`config.mk`:
```
export PLATFORM = sky130hd
export DESIGN_NAME = cgra_io_sequencer
export DESIGN_NICKNAME = d
export VERILOG_FILES = /design/src/rtl/cgra_io_pkg.sv /design/src/rtl/cgra_step_pipe.sv /design/src/rtl/cgra_io_sequencer.sv
export SDC_FILE = /design/constraint.sdc
export NUM_CORES = 1
export LEC_CHECK = 0
export ABC_AREA = 0
export CORE_AREA = 2 2 135 137
export DETAILED_ROUTE_END_ITERATION = 7
export DIE_AREA = 0 0 137 139
export PLACE_DENSITY = 0.84
export SYNTH_ARGS = -nofsm -noshare
export SYNTH_HDL_FRONTEND = slang
export SYNTH_SLANG_ARGS = --single-unit
export TNS_END_PERCENT = 1
```
`constraint.sdc`:
```
create_clock -name Clk -period 4 [get_ports Clk]
set_clock_uncertainty 0.15 [all_clocks]
set_input_delay 0.8 -clock Clk [delete_from_list [all_inputs] [get_ports Clk]]
set_output_delay 0.8 -clock Clk [all_outputs]
set_load 0.05 [all_outputs]
```
`src/rtl/cgra_io_pkg.sv`:
```
// cgra_io_pkg
//   Shared definitions for the CGRA I/O sequencer:
//   - sequencer FSM state encoding
//   - step-word layout helpers (field offsets/widths as functions of BUF_AW)
//   - PIPE_LAT: cycles from address-buffer read to load presentation
//
// Step word layout (In0_Addr in the LSBs):
//   {Out1_We, Out1_Addr, Out0_We, Out0_Addr, In1_Addr, In0_Addr}
// The upper "store" slice {Out1_We, Out1_Addr, Out0_We, Out0_Addr}
// travels down the step pipeline; inside that slice:
//   [aw-1:0]     Out0_Addr
//   [aw]         Out0_We
//   [2aw:aw+1]   Out1_Addr
//   [2aw+1]      Out1_We
package cgra_io_pkg;

   typedef enum logic [1:0] {
      ST_IDLE = 2'd0,
      ST_FILL = 2'd1,
      ST_RUN  = 2'd2,
      ST_DONE = 2'd3
   } seq_state_e;

   localparam int PIPE_LAT = 3;

   function automatic int aword_w(input int buf_aw);
      return 4 * buf_aw + 2;
   endfunction

   function automatic int in1_lsb(input int buf_aw);
      return buf_aw;
   endfunction

   function automatic int store_lsb(input int buf_aw);
      return 2 * buf_aw;
   endfunction

   function automatic int store_w(input int buf_aw);
      return 2 * buf_aw + 2;
   endfunction

endpackage

```
`src/rtl/cgra_step_pipe.sv`:
```
// cgra_step_pipe
//   Valid / store-field delay line behind the address buffer.
//   Stage 0 (o_vld[0]): step word is on ABuf_Data (input-buffer addresses issued).
//   Stage 1 (o_vld[1]): input-buffer data valid; store fields captured.
//   Stage 2 (o_vld[2]): loads presented, array busy, output-buffer write.
//
// Ports:
//   i_clk, i_rst   clock, asynchronous active-high reset
//   i_issue_v      an address-buffer read is being issued this cycle
//   i_store        store slice of the step word (valid when o_vld[0])
//   o_vld          per-stage valid bits
//   o_store        store slice aligned with o_vld[PIPE_LAT-1]; 0 when invalid
module cgra_step_pipe
   import cgra_io_pkg::*;
#(
   parameter int SW = 18
) (
   input  logic                i_clk,
   input  logic                i_rst,
   input  logic                i_issue_v,
   input  logic [SW-1:0]       i_store,
   output logic [PIPE_LAT-1:0] o_vld,
   output logic [SW-1:0]       o_store
);

   logic [PIPE_LAT-1:0] r_vld;
   logic [SW-1:0]       r_store_b;
   logic [SW-1:0]       r_store_c;

   always_ff @(posedge i_clk or posedge i_rst) begin
      if (i_rst) begin
         r_vld     <= '0;
         r_store_b <= '0;
         r_store_c <= '0;
      end else begin
         r_vld     <= {r_vld[PIPE_LAT-2:0], i_issue_v};
         // Zero the fields of bubbles so no stale write enable can leak out.
         r_store_b <= r_vld[0] ? i_store : '0;
         r_store_c <= r_store_b;
      end
   end

   assign o_vld   = r_vld;
   assign o_store = r_store_c;

endmodule

```
`src/rtl/cgra_io_sequencer.sv`:
```
// cgra_io_sequencer
//   Execution sequencer around the 6x6 torus PE array. On an accepted
//   Start it walks the per-step address buffer for N = Exec_Cycles steps
//   (clamped to 2^ABUF_AW), reads the input buffers into Data0/1_Load,
//   writes Data0/1_Store into the output buffers, holds PE_Array_Busy for
//   exactly N contiguous cycles and pulses Done one cycle after that.
//
// Ports:
//   Clk, Reset                      clock, asynchronous active-high reset
//   Start, Exec_Cycles              run request (IDLE only) and step count
//   Done, Seq_Busy                  end-of-run pulse, run-in-progress flag
//   ABuf_Addr / ABuf_Data           address-buffer ROM (1-cycle latency)
//   IBuf0/1_Addr / IBuf0/1_Data     input buffers (1-cycle latency)
//   OBuf0/1_Addr/_We/_Data          output-buffer write ports
//   Data0/1_Load, Data0/1_Store     array PEIO load/store data
//   PE_Array_Busy                   array execute enable
module cgra_io_sequencer
   import cgra_io_pkg::*;
#(
   parameter  int DWIDTH  = 32,
   parameter  int BUF_AW  = 8,
   parameter  int ABUF_AW = 10,
   localparam int AWORD_W = 4 * BUF_AW + 2
) (
   input  logic               Clk,
   input  logic               Reset,
   input  logic               Start,
   input  logic [ABUF_AW:0]   Exec_Cycles,
   output logic               Done,
   output logic               Seq_Busy,
   output logic [ABUF_AW-1:0] ABuf_Addr,
   input  logic [AWORD_W-1:0] ABuf_Data,
   output logic [BUF_AW-1:0]  IBuf0_Addr,
   output logic [BUF_AW-1:0]  IBuf1_Addr,
   input  logic [DWIDTH-1:0]  IBuf0_Data,
   input  logic [DWIDTH-1:0]  IBuf1_Data,
   output logic [BUF_AW-1:0]  OBuf0_Addr,
   output logic [BUF_AW-1:0]  OBuf1_Addr,
   output logic               OBuf0_We,
   output logic               OBuf1_We,
   output logic [DWIDTH-1:0]  OBuf0_Data,
   output logic [DWIDTH-1:0]  OBuf1_Data,
   output logic [DWIDTH-1:0]  Data0_Load,
   output logic [DWIDTH-1:0]  Data1_Load,
   input  logic [DWIDTH-1:0]  Data0_Store,
   input  logic [DWIDTH-1:0]  Data1_Store,
   output logic               PE_Array_Busy
);

   localparam int SW  = store_w(BUF_AW);
   localparam int SL  = store_lsb(BUF_AW);
   localparam int I1L = in1_lsb(BUF_AW);
   localparam logic [ABUF_AW:0] MAX_N = {1'b1, {ABUF_AW{1'b0}}};

   seq_state_e          r_state;
   seq_state_e          w_state_nxt;
   logic [ABUF_AW:0]    r_n;
   logic [ABUF_AW:0]    r_issue;
   logic                w_issue_v;
   logic                w_accept;
   logic [PIPE_LAT-1:0] w_vld;
   logic [SW-1:0]       w_store_c;
   logic [DWIDTH-1:0]   r_load0;
   logic [DWIDTH-1:0]   r_load1;

   assign w_accept  = Start && (r_state == ST_IDLE);
   // Issue counter saturates at N, so ABuf_Addr never wraps within a run.
   assign w_issue_v = ((r_state == ST_FILL) || (r_state == ST_RUN)) && (r_issue < r_n);

   always_ff @(posedge Clk or posedge Reset) begin
      if (Reset) begin
         r_state <= ST_IDLE;
         r_n     <= '0;
         r_issue <= '0;
      end else begin
         r_state <= w_state_nxt;
         if (w_accept) begin
            r_n     <= (Exec_Cycles > MAX_N) ? MAX_N : Exec_Cycles;
            r_issue <= '0;
         end else if (w_issue_v) begin
            r_issue <= r_issue + 1'b1;
         end
      end
   end

   // FILL ends when step 0 reaches the input-buffer data stage; RUN ends the
   // first cycle that stage is empty, which closes the busy window after N.
   always_comb begin
      w_state_nxt = r_state;
      Done        = 1'b0;
      Seq_Busy    = 1'b1;
      case (r_state)
         ST_IDLE: begin
            Seq_Busy = 1'b0;
            if (Start) w_state_nxt = (Exec_Cycles == '0) ? ST_DONE : ST_FILL;
         end
         ST_FILL: if (w_vld[1])  w_state_nxt = ST_RUN;
         ST_RUN:  if (!w_vld[1]) w_state_nxt = ST_DONE;
         ST_DONE: begin
            Done        = 1'b1;
            w_state_nxt = ST_IDLE;
         end
         default: w_state_nxt = ST_IDLE;
      endcase
   end

   cgra_step_pipe #(
      .SW (SW)
   ) u_step_pipe (
      .i_clk     (Clk),
      .i_rst     (Reset),
      .i_issue_v (w_issue_v),
      .i_store   (ABuf_Data[AWORD_W-1:SL]),
      .o_vld     (w_vld),
      .o_store   (w_store_c)
   );

   assign ABuf_Addr  = w_issue_v ? r_issue[ABUF_AW-1:0] : '0;
   assign IBuf0_Addr = w_vld[0] ? ABuf_Data[BUF_AW-1:0] : '0;
   assign IBuf1_Addr = w_vld[0] ? ABuf_Data[I1L+BUF_AW-1:I1L] : '0;

   always_ff @(posedge Clk or posedge Reset) begin
      if (Reset) begin
         r_load0 <= '0;
         r_load1 <= '0;
      end else begin
         r_load0 <= w_vld[1] ? IBuf0_Data : '0;
         r_load1 <= w_vld[1] ? IBuf1_Data : '0;
      end
   end

   assign Data0_Load    = r_load0;
   assign Data1_Load    = r_load1;
   assign PE_Array_Busy = w_vld[PIPE_LAT-1];

   // Same-address writes on both ports are passed through untouched; the
   // buffer wrapper gives OBuf1 priority.
   assign OBuf0_Addr = w_store_c[BUF_AW-1:0];
   assign OBuf0_We   = w_vld[PIPE_LAT-1] & w_store_c[BUF_AW];
   assign OBuf1_Addr = w_store_c[2*BUF_AW:BUF_AW+1];
   assign OBuf1_We   = w_vld[PIPE_LAT-1] & w_store_c[2*BUF_AW+1];
   assign OBuf0_Data = w_vld[PIPE_LAT-1] ? Data0_Store : '0;
   assign OBuf1_Data = w_vld[PIPE_LAT-1] ? Data1_Store : '0;

endmodule

```
; ---- Yosys cells after proc, flatten, opt, wreduce, memory -nomap -nowiden
; Cells that the tools add are included.
; Widths: inputs -> output; s select.
[classes]
addsub = 1
magnitude_cmp = 2
eq_ne = 6
mux = 18
n_bitwise = 2
n_reduce_logical = 7
[op_table]
columns = cell, n
row1 = $mux 32, 4
row2 = $mux 11, 3
row3 = $mux 18, 1
row4 = $mux 8, 2
row5 = $add 11x1->11 const B, 1
row6 = $gt 11x11->1 const B, 1
row7 = $logic_not 11->1, 1
row8 = $lt 11x11->1, 1
row9 = $mux 10, 1
row10 = $mux 2, 4
row11 = $pmux 2 s4, 1
row12 = $eq 2x2->1 const B, 2
row13 = $ne 2x2->1 const B, 2
row14 = $reduce_and 3->1, 1
row15 = $and 1x1->1, 2
row16 = $eq 2x1->1 const B, 1
row17 = $logic_and 1x1->1, 2
row18 = $logic_not 2->1, 1
row19 = $mux 1, 2
row20 = $ne 2x1->1 const B, 1
row21 = $reduce_bool 2->1, 1
row22 = $logic_or 1x1->1, 1
[totals]
reg_bits = 127
in_bits = 176
output_inout_bits = 175
wordCells = 44

; ---- Depth between registers and ports, before layout
[logic_depth]
word_depth = 5
ltp_mapped = 8
depth_no_buf = 7

; ---- Modules after synthesis
; Synthesis repeated with hierarchy kept, for this count alone.
[unflattened]
hier_cells = 459
area_unflattened_um2 = 5293.8
[by_module_without_submodules]
columns = mod, instances, cells_each, area_per_inst_um2, seq_area_each_um2
row1 = cgra_io_sequencer, 1, 400, 4172.8, 2202.1
row2 = cgra_step_pipe, 1, 59, 1121.1, 975.9

; ---- Least setup slack after synthesis
; No wires, ideal clock.
[synth_timing]
path_kind = reg-to-output
start = register r_issue[2]
end = output port ABuf_Addr[3]
t_arrival_ns = 2.567
required_time_ns = 3.050
setup_slack_ns = 0.483
path_stages_with_launch = 7
path_buffers = 1
path_cell_list = dfrtp_1 > ha_1 > a21oi_1 > o21ai_1 > a221o_1 > buf_2 > nor3_1
[synth_via]
elab_chain_len = 3
[synth_lines]
columns = item, line
row1 = "start, declared", cgra_io_sequencer.sv:58  ; logic [ABUF_AW:0] r_issue;
row2 = "start signal, assigned", cgra_io_sequencer.sv:81  ; r_issue <= r_issue + 1'b1;
row3 = $lt 11x11->1, cgra_io_sequencer.sv:68  ; assign w_issue_v = ((r_state == ST_FILL) || (r_state == ST_RUN)) && (r_issue < r_n);
row4 = $logic_and 1x1->1, cgra_io_sequencer.sv:68
row5 = $mux 10, cgra_io_sequencer.sv:118  ; assign ABuf_Addr = w_issue_v ? r_issue[ABUF_AW-1:0] : '0;
row6 = "end, declared", cgra_io_sequencer.sv:31  ; output logic [ABUF_AW-1:0] ABuf_Addr,
; Every way passes these cells.

; ---- Worst setup path in the final report
; Ends and elaborated chain as after synthesis.

==> results.md <==
* RSZ-0062 raised after global routing: no
* Synthesized area at ~5400 um2
* FF+latch count, synth at 127
* Drc violations at 0
* DRT Wirelength at about 17 mm
* Synth Area in Simple Gates at a little over a quarter
* Die width at 137 um
* RD Place Congestion at 0.899
* # diodes at 0
* TritonCTS clock tree: done
* All-layer global routing usage at between 10% and 20%
* Synth Area in Compound Gates at 4.25%
* CP max-delay cell: clkdlybuf4s50_1
* Most frequent cells in the layout: clkdlybuf4s50_1 (341), and2_1 (165), dfrtp_1 (126)
* Core box area at roughly 18,000 um2
* Post-CTS sizing at 0
* Avg Cell Area, Syn at approximately 11 um2
* Reg2reg end: r_issue[5]
* Post-CTS Setup Repair Bufs at 0
* # IOs at 351
* Slew margin rel. at around 45%
* Worst Tran Pin Value at between 800 and 900 ps
* Maximum clock path buffer count at 2
* Post-DRT Antenna Nets at 0
* Nets at ~1,000
* # hold bufs at CTS at 0
* Vias at about 4,600
* Pwr Density at 755 nW/um2
* Post-route cell area at approximately 9600 um2
* Vias per cell at about 4.4
* Worst path cell trace: ha_1, a21oi_1, o21ai_1, a221o_1, nor3_1, clkdlybuf4s50_1
* Syn nets at about 670
* Clk root buf: clkbuf_16
* Crit-path max FO at 9
* Crit path arrival time at between 2000 and 3000 ps
* Worst Hold Class: flip-flop to flip-flop
* Post-synthesis adder-cell area fraction at under 10%
* Most common library cell in the layout ignoring fill and taps: clkdlybuf4s50_1
* Area Growth Syn to Fin at 79.1%
* Fin Setup TNS at 0 ps
* Pins over their slew limit at 0
* Critical path's top delay family: buffers and inverters
* Max Cap Viol at 0
* Filler cells at ~1,500
* CP max stage delay at about 830 ps
* Die Ht at roughly 140 um
* Max frequency at 0.260 GHz
* Largest net degree at the start of global routing at 68
* Vias in the first global route at approximately 4,600
* Clk slew on worst S/H paths at 50 ps
* Initial antenna violation count at 0
* Initial Util at ~30%
* Lkg Pwr at ~0.0042 uW
* R2R Path Start: r_issue[2]
* R2R depth at 7
* H-tree levels at 4
* First-pass GRT wire length at roughly 26 mm
* YS warnings at 0
* Clock latency on the worst-skew pair at between 400 and 500 ps
* Worst EP required at approximately 3100 ps
* Post-synth cell types at 34
* Critical Path End: ABuf_Addr[3]
* Crit end category: output pin
* Peak supply drop at between 0.0005 and 0.0006 V
* Status: finished, final reports clean
* Port Buffers at 350
* Dpl hpwl at 13.2 mm
* Cts bufs inserted at 17
* Cells after DPL at 1,026
* Die area at between 15,000 and 20,000 um2
* Final period util at between 90% and 100%
* Layout cells sized above 1 at between 6 and 7%
* WP buf/inv at 1
* Kind of critical path: flip-flop to output pin
* Std-Cell Rows at 49
* Post-synthesis mux area share at 0.747%
* Finish-stage setup viols at 0
* Drt first pass iters at 5
* Largest family of logic cells by synthesized area: simple AND/OR/NAND/NOR gates
* Fin crit period at around 3800 ps
* DRT iter0 DRCs at 227
* Post-DP Area at between 9000 and 10,000 um2
* Crit path from: r_issue[2]
* Post-Synth XOR/XNOR Area at 0%
* Hold violation total from the final report at 0
* Syn Inst Count at about 480
* CP Launch Type: flip-flop
* R2r setup slk at ~1400 ps
* Final setup margin at about 150 ps
* Setup WS pre-CTS at about 620 ps
* Register area share after synthesis at about three fifths
* Grt ovf at 0
* Levels on crit path at 6
* Finished Layout Cells at approximately 1,100
* Clk sinks at 127
* Avg WL per Cell at roughly 17 um
[kinds of logic (layout without fill, tap and decap cells)]
logic type,Yosys count,after routing
buffers and inverters,56,406
and+or+nand+nor,238,238
adders and majority gates,16,16
DFF,127,127
AOI/OAI and AO/OA,38,38
muxes,4,4
[stage by stage]
stage                     hold WS (ps)  utilization, %  power, uW
final                              196            54.4       7250
after detailed placement           185            51.2       5840
after floorplan                    181               -       4430
after global routing               200            54.4       7590
after CTS                          197            54.4       7330
after global placement             182            51.2       5780
[synthesized netlist by cell type (all sizes together)]
cell / instances / share of area (%)
o31ai: 5 / 0.70
nand2: 16 / 1.1
inv: 16 / 1.1
nor4: 3 / 0.47
dfrtp: 127 / 59
a22o: 1 / 0.16
a21oi: 13 / 1.2
o21ai: 13 / 1.2
buf: 17 / 2.3
nand4: 5 / 0.70
clkbuf: 23 / 1.6
mux2i: 4 / 0.75
and3: 10 / 1.2
nand2b: 4 / 0.47
and2: 165 / 19
o32a: 1 / 0.19
a31o: 1 / 0.16
nor3: 4 / 0.37
nor2: 6 / 0.42
a221oi: 1 / 0.16
ha: 16 / 3.7
nor2b: 2 / 0.23
a21o: 1 / 0.14
nand3: 10 / 0.93
nand3b: 8 / 1.1
or4: 4 / 0.56
or3: 1 / 0.12
a221o: 1 / 0.19
o22ai: 1 / 0.12
[registers in the layout (all words and copies together) (netlist names)]
register,cells
u_step_pipe.r_store_b,18
Data1_Load,32
r_state,2
r_n,11
u_step_pipe.o_vld,3
u_step_pipe.o_store,18
Data0_Load,32
r_issue,11
[cell type report]
class                           count  area [um2]  area share (%)
Timing Repair Buffer              358        3600            37.5
Sequential cell                   127        3180            33.1
Multi-Input combinational cell    296        1910            19.9
Clock buffer                       18         429            4.47
Tap cell                          229         287            2.98
Clock inverter                     14         131            1.37
Inverter                           16        63.8           0.664
[power by group]
group	switching, uW	internal [uW]
clock	594	863
combinational	2570	1370
sequential	215	1640
[layer usage]
metal / share of wire (%) / wire length, um / GRT usage, %
met2: 51 / 8960 / 31.2
met4: 4.1 / 724 / 9.60
met5: 0 / 0 / 0
met3: 9.7 / 1690 / 6.65
met1: 35 / 6110 / 19.5
[how the worst min path moves through the flow]
stage	depth (start not counted)	startpoint	slack [ps]	to
after detailed placement	0	u_step_pipe.r_store_b[4]	180	u_step_pipe.o_store[4]
final	0	u_step_pipe.r_store_b[9]	200	u_step_pipe.o_store[9]
after global placement	0	u_step_pipe.r_store_b[4]	180	u_step_pipe.o_store[4]
after floorplan	0	u_step_pipe.r_store_b[0]	180	u_step_pipe.o_store[0]
after CTS	0	u_step_pipe.r_store_b[9]	200	u_step_pipe.o_store[9]
after global routing	0	u_step_pipe.r_store_b[1]	200	u_step_pipe.o_store[1]
No activity file was read; power rests on OpenSTA's default activity.
